`src/rtl/tx_serializer_10b_if.sv`:
```
// Symbol handshake between the 8b/10b encoder and the serializer.
// The encoder side is the master; the serializer is the slave.
interface tx_serializer_10b_if;
    logic [9:0] sym_in;
    logic       sym_valid;
    logic       sym_ready;

    modport master (
        output sym_in,
        output sym_valid,
        input  sym_ready
    );

    modport slave (
        input  sym_in,
        input  sym_valid,
        output sym_ready
    );
endinterface

```
`src/rtl/tx_serializer_10b.sv`:
```
// 10-bit symbol serializer with one-deep hold buffer, K28.5 idle
// insertion and running-disparity tracking.
module tx_serializer_10b #(
    parameter logic [9:0] COMMA_NEG = 10'b0011111010,
    parameter logic [9:0] COMMA_POS = 10'b1100000101
) (
    input  logic                      clk,
    input  logic                      rst,
    tx_serializer_10b_if.slave        sym_if,
    output logic                      ser_out,
    output logic                      ser_frame,
    output logic                      idle_active,
    output logic                      rd_state,
    output logic                      disp_err,
    output logic [15:0]               idle_count
);

    logic [9:0]  shift_q, shift_d;
    logic [3:0]  bit_cnt_q, bit_cnt_d;
    logic [9:0]  hold_q, hold_d;
    logic        hold_full_q, hold_full_d;
    logic        rd_q, rd_d;
    logic        disp_err_q, disp_err_d;
    logic [15:0] idle_count_q, idle_count_d;
    logic        idle_active_q, idle_active_d;

    logic        load_now;
    logic        accept;
    logic [9:0]  load_word;
    logic [3:0]  pop;

    assign load_now         = (bit_cnt_q == 4'd9);
    assign sym_if.sym_ready = !hold_full_q || load_now;
    assign accept           = sym_if.sym_valid && sym_if.sym_ready;

    assign ser_out     = shift_q[9];
    assign ser_frame   = (bit_cnt_q == 4'd0);
    assign idle_active = idle_active_q;
    assign rd_state    = rd_q;
    assign disp_err    = disp_err_q;
    assign idle_count  = idle_count_q;

    // Next state: shift/count every cycle, pick the next word at a load edge.
    always_comb begin
        shift_d       = {shift_q[8:0], 1'b0};
        bit_cnt_d     = bit_cnt_q + 4'd1;
        hold_d        = hold_q;
        hold_full_d   = hold_full_q;
        rd_d          = rd_q;
        disp_err_d    = disp_err_q;
        idle_count_d  = idle_count_q;
        idle_active_d = idle_active_q;
        load_word     = '0;
        pop           = '0;

        if (load_now) begin
            bit_cnt_d = 4'd0;
            if (hold_full_q) begin
                load_word     = hold_q;
                idle_active_d = 1'b0;
                if (accept) begin
                    hold_d = sym_if.sym_in;
                end else begin
                    hold_full_d = 1'b0;
                end
            end else if (accept) begin
                load_word     = sym_if.sym_in;
                idle_active_d = 1'b0;
            end else begin
                load_word     = rd_q ? COMMA_POS : COMMA_NEG;
                idle_active_d = 1'b1;
                if (idle_count_q != 16'hFFFF) begin
                    idle_count_d = idle_count_q + 16'd1;
                end
            end
            shift_d = load_word;

            for (int i = 0; i < 10; i++) begin
                pop = pop + {3'b000, load_word[i]};
            end

            // A 6-ones word must follow negative RD, a 4-ones word
            // positive RD; anything outside 4..6 is never legal.
            unique case (1'b1)
                (pop == 4'd6): begin
                    rd_d = 1'b1;
                    if (rd_q) disp_err_d = 1'b1;
                end
                (pop == 4'd4): begin
                    rd_d = 1'b0;
                    if (!rd_q) disp_err_d = 1'b1;
                end
                (pop == 4'd5): begin
                end
                default: begin
                    disp_err_d = 1'b1;
                end
            endcase
        end else if (accept) begin
            hold_d      = sym_if.sym_in;
            hold_full_d = 1'b1;
        end
    end

    // State registers; reset also drops any held or partial symbol.
    always_ff @(posedge clk or posedge rst) begin
        if (rst) begin
            shift_q       <= '0;
            bit_cnt_q     <= 4'd9;
            hold_q        <= '0;
            hold_full_q   <= 1'b0;
            rd_q          <= 1'b0;
            disp_err_q    <= 1'b0;
            idle_count_q  <= '0;
            idle_active_q <= 1'b0;
        end else begin
            shift_q       <= shift_d;
            bit_cnt_q     <= bit_cnt_d;
            hold_q        <= hold_d;
            hold_full_q   <= hold_full_d;
            rd_q          <= rd_d;
            disp_err_q    <= disp_err_d;
            idle_count_q  <= idle_count_d;
            idle_active_q <= idle_active_d;
        end
    end

endmodule

```
`src/flat_wrapper.sv`:
```
// flat-port wrapper written by rule: the top's interface ports become plain ports
module tx_serializer_10b_flat 
#(
    parameter logic [9:0] COMMA_NEG = 10'b0011111010,
    parameter logic [9:0] COMMA_POS = 10'b1100000101
)
  (clk, rst, ser_out, ser_frame, idle_active, rd_state, disp_err, idle_count, sym_if_sym_in, sym_if_sym_valid, sym_if_sym_ready);
  tx_serializer_10b_if sym_if_i ();
  input  logic clk;
  input  logic rst;
  output logic ser_out;
  output logic ser_frame;
  output logic idle_active;
  output logic rd_state;
  output logic disp_err;
  output logic [15:0] idle_count;
  input wire logic [$bits(sym_if_i.sym_in)-1:0] sym_if_sym_in;
  input wire logic [$bits(sym_if_i.sym_valid)-1:0] sym_if_sym_valid;
  output wire logic [$bits(sym_if_i.sym_ready)-1:0] sym_if_sym_ready;
  assign sym_if_i.sym_in = sym_if_sym_in;
  assign sym_if_i.sym_valid = sym_if_sym_valid;
  assign sym_if_sym_ready = sym_if_i.sym_ready;
  tx_serializer_10b #(.COMMA_NEG(COMMA_NEG), .COMMA_POS(COMMA_POS)) u_core (.clk(clk), .rst(rst), .sym_if(sym_if_i), .ser_out(ser_out), .ser_frame(ser_frame), .idle_active(idle_active), .rd_state(rd_state), .disp_err(disp_err), .idle_count(idle_count));
endmodule
```
`config.mk`:
```
export PLATFORM = sky130hd
export DESIGN_NAME = tx_serializer_10b_flat
export DESIGN_NICKNAME = d
export VERILOG_FILES = /design/src/rtl/tx_serializer_10b_if.sv /design/src/rtl/tx_serializer_10b.sv /design/src/flat_wrapper.sv
export SDC_FILE = /design/constraint.sdc
export NUM_CORES = 1
export LEC_CHECK = 0
export ABC_AREA = 1
export CORE_MARGIN = 3
export CORE_UTILIZATION = 45
export CTS_BUF_LIST = sky130_fd_sc_hd__clkbuf_16
export DETAILED_ROUTE_END_ITERATION = 10
export DONT_BUFFER_PORTS = 1
export SLEW_MARGIN = 20
export SYNTH_ARGS = -nofsm -noshare
export SYNTH_HDL_FRONTEND = slang
export SYNTH_SLANG_ARGS = --single-unit
```
`constraint.sdc`:
```
create_clock -name clk -period 4.2 [get_ports clk]
set_clock_uncertainty 0.05 [all_clocks]
set_input_delay 0.42 -clock clk [delete_from_list [all_inputs] [get_ports clk]]
set_output_delay 0.42 -clock clk [all_outputs]
set_load 0.02 [all_outputs]
```
==> flow_metrics.env <==
export IMPL_combPwrFrac_pct=60.8
export IMPL_hp_class="primary input to asynchronous set/reset pin"
export IMPL_critPathKind="register to register"
export IMPL_ys_types=34
export IMPL_pre_cts_ws_ps=-165
export IMPL_cp_endpoint="u_core.disp_err$_DFFE_PP0P_"
export IMPL_switching_share_pct=41.7
export IMPL_reg2reg_slack_ps=-150
export IMPL_drc=0
export IMPL_syn_avg_cell_area_um2=7.80
export IMPL_grt_antenna_before_repair=0
export IMPL_firstDrtPassIters=4
export IMPL_gp_congestion=0.770
export IMPL_synth_most_common_cell="nand2_1"
export IMPL_crit_required_ps=4320
export IMPL_regArea_um2=1100
export IMPL_synth_seq_cells=44
export IMPL_clock_sinks=44
export IMPL_status="finished with violations"
export IMPL_worstReg2RegStart="u_core.bit_cnt_q[3]$_DFF_PP1_"
export IMPL_switchingPower_uw=975
export IMPL_synthTopCellsByCount="nand2_1 (129), dfrtp_1 (42), inv_1 (36), nand3_1 (25), nor2_1 (22)"
export IMPL_clockBufferDepth=2
export IMPL_cts_root_buf="clkbuf_16"
export IMPL_crit_arrival_ps=4480
export IMPL_slew_headroom_pct=38.5
export IMPL_fin_crit_sh_pct=104
export IMPL_fp_dieW_um=82.6
export IMPL_cp_end_kind="register"
export IMPL_max_cap_violations=0
export IMPL_gr_total_overflow=0
export IMPL_grt_pass1_wl_um=9450
export IMPL_reg2reg_to="u_core.disp_err$_DFFE_PP0P_"
export IMPL_port_buffers=0
export IMPL_vias_per_cell=4.92
export IMPL_finalSetupViolCount=2
export IMPL_drt_initial_drc_count=84
export IMPL_syn_area_um2=2640
export IMPL_slew_violations=0
export IMPL_ir_drop_mv=0.608
export IMPL_hold_viol=0
export IMPL_dp_hpwl_um=4130
export IMPL_internal_power_mw=1.36
export IMPL_areaGrowthSynthToFinish_pct=13.3
export IMPL_vias=2105
export IMPL_num_fill_cells=558
export IMPL_violations="setup timing"
export IMPL_path_clk_slew_ps=60
export IMPL_ys_seq_area_share_pct=41.8
export IMPL_ff2ff_path_depth=23
export IMPL_grt_pass1_vias=2039
export IMPL_synth_async_reset_ratio_pct=100
export IMPL_synth_edff_count=0
export IMPL_layout_setup_ws_ps=-153
export IMPL_io_pin_count=35
export IMPL_tns_ps=-268
export IMPL_start_kind="register"
export IMPL_cts_buffers=5
export IMPL_synth_top_area_share_pct=39.8
export IMPL_die_h_um=82.6
export IMPL_postCtsHoldBufs=0
export IMPL_power_frac_clock_pct=15.7
export IMPL_synthFlopType="dfrtp_1"
export IMPL_crit_start="u_core.bit_cnt_q[3]$_DFF_PP1_"
export IMPL_finalCriticalPeriod_ps=4350
export IMPL_grt_max_degree=45
export IMPL_rsz0062_at_grt="yes"
export IMPL_routed_wirelength_um=5610
export IMPL_core_um2=5610
export IMPL_pwr_share_seq_pct=23.5
export IMPL_drt_wirelength_per_cell_um=13.1
export IMPL_start_util_pct=47.1
export IMPL_final_layout_size_suffix_gt1_share_pct=17.4
export IMPL_worst_slew_pin_slew_ps=923
export IMPL_synth_area_top_cells="dfrtp_1 (40%), nand2_1 (18%), inv_1 (5.1%), nand3_1 (4.7%), fa_1 (4.5%)"
export IMPL_synth_top_cell_by_area="dfrtp_1"
export IMPL_fp_dieArea_um2=6830
export IMPL_row_count=27
export IMPL_fin_nets=380
export IMPL_htree_num_levels=2
export IMPL_fmax_mhz=230
export IMPL_synth_nets=364
export IMPL_multiInputGateArea_um2=1380
export IMPL_p_per_area_nw_per_um2=780
export IMPL_p_leak_nw=1.55
export IMPL_ys_warn_count=0
export IMPL_grt_usage_pct=18.6
export IMPL_n_antenna_cell=0
export IMPL_cts_tree="built"
export IMPL_clk_latency_ps=280
export IMPL_antenna_left=0
export IMPL_critPathMaxFanout=4
export IMPL_netlist_instances=339
power by group through the flow:
stage | clock, mW | combinational, mW | sequential, mW
CTS | 0.381 | 1.19 | 0.550
finish | 0.368 | 1.42 | 0.549
global placement | 0 | 1.01 | 0.555
floorplan | 0 | 0.864 | 0.545
global route | 0.407 | 1.62 | 0.557
detailed placement | 0 | 1.06 | 0.556
stage by stage:
step           area, um2  util, %  instances  hold WS (ps)  total power [mW]
6_report            2990     53.4        428           152              2.34
2_1_floorplan       2670        -        339           375              1.41
3_3_place_gp        2810     50.0        417           383              1.57
4_1_cts             2970     53.0        427           209              2.12
5_1_grt             2990     53.4        428           218              2.59
3_5_place_dp        2810     50.0        417           388              1.61
state kept, by name (all words and copies together) (netlist names):
| register | flops |
|---|---|
| u_core.hold_full_q | 1 |
| u_core.rd_state | 1 |
| u_core.bit_cnt_q | 4 |
| u_core.disp_err | 1 |
| u_core.hold_q | 10 |
| u_core.idle_active | 1 |
| u_core.idle_count | 16 |
| u_core.shift_q | 10 |
timing repair:
item                                    in CTS  in global routing
endpoints found under the setup margin       2                  2
resized for setup                            4                  7
buffers inserted                             2                  1
pin swaps                                    2                  3
how the worst min path moves through the flow:
stage               cells past startpoint  slack [ps]                          endpoint                         from
finish                                  1         150  u_core.idle_count[4]$_DFFE_PP0P_                          rst
CTS                                     1         210  u_core.idle_count[3]$_DFFE_PP0P_                          rst
global placement                        2         380       u_core.shift_q[2]$_DFF_PP0_  u_core.shift_q[1]$_DFF_PP0_
detailed placement                      2         390       u_core.shift_q[2]$_DFF_PP0_  u_core.shift_q[1]$_DFF_PP0_
global route                            2         220      u_core.hold_q[4]$_DFFE_PP0P_             sym_if_sym_in[4]
floorplan                               2         380       u_core.shift_q[7]$_DFF_PP0_  u_core.shift_q[6]$_DFF_PP0_
cell families (layout without fill, tap and decap cells):
kind of cell / after synthesis / in the layout / synth area share [%]
xor+xnor: 11 / 11 / 3.65
flops: 44 / 44 / 41.8
simple gates: 198 / 198 / 33.9
compound gates: 26 / 26 / 5.45
buf+inv: 48 / 65 / 7.86
fa+ha+maj: 12 / 12 / 7.39
worst max-delay path, stage by stage, from the launching register on:
cell     delay [ps]
dfstp_2         540
inv_2            50
nor2_4          110
nand2_4          60
nand2_4          80
nand3_2          70
nand2_2          60
o21ai_2          60
inv_1            50
ha_1            230
inv_2            60
fa_1            410
fa_1            490
inv_1            50
fa_1            460
fa_2            380
fa_2            480
buf_4           150
nor2_2           60
nand3_1         120
nand2_1          80
nand2_1          50
nand2_1          50
nand2_1          40
area by class of cell:
| type | instances | area share, % |
|---|---|---|
| Timing Repair Buffer | 18 | 4.52 |
| Tap cell | 72 | 3.01 |
| Clock buffer | 5 | 4.18 |
| Inverter | 39 | 5.06 |
| Multi-Input combinational cell | 247 | 46.0 |
| Clock inverter | 3 | 0.376 |
| Sequential cell | 44 | 36.9 |
layout by cell type, fill, tap and decap left out, drive strengths merged, types with 2 or more instances in the layout:
master / count
or2: 4
dfrtp: 42
a21oi: 4
dfstp: 2
inv: 39
nand2: 132
xnor2: 5
buf: 18
nand4: 3
ha: 6
nor2: 28
nand3: 27
clkbuf: 5
xor2: 6
fa: 6
o21ai: 21
clkinv: 3
metal layers:
layer	vias up	GRT usage, %	routed length [um]
met5	-	0	0
met4	0	5.56	48
met3	6	6.18	333
met2	50	33.1	2870
met1	967	21.1	2360
li1	1082	-	-
No activity file was read; power rests on OpenSTA's default activity.
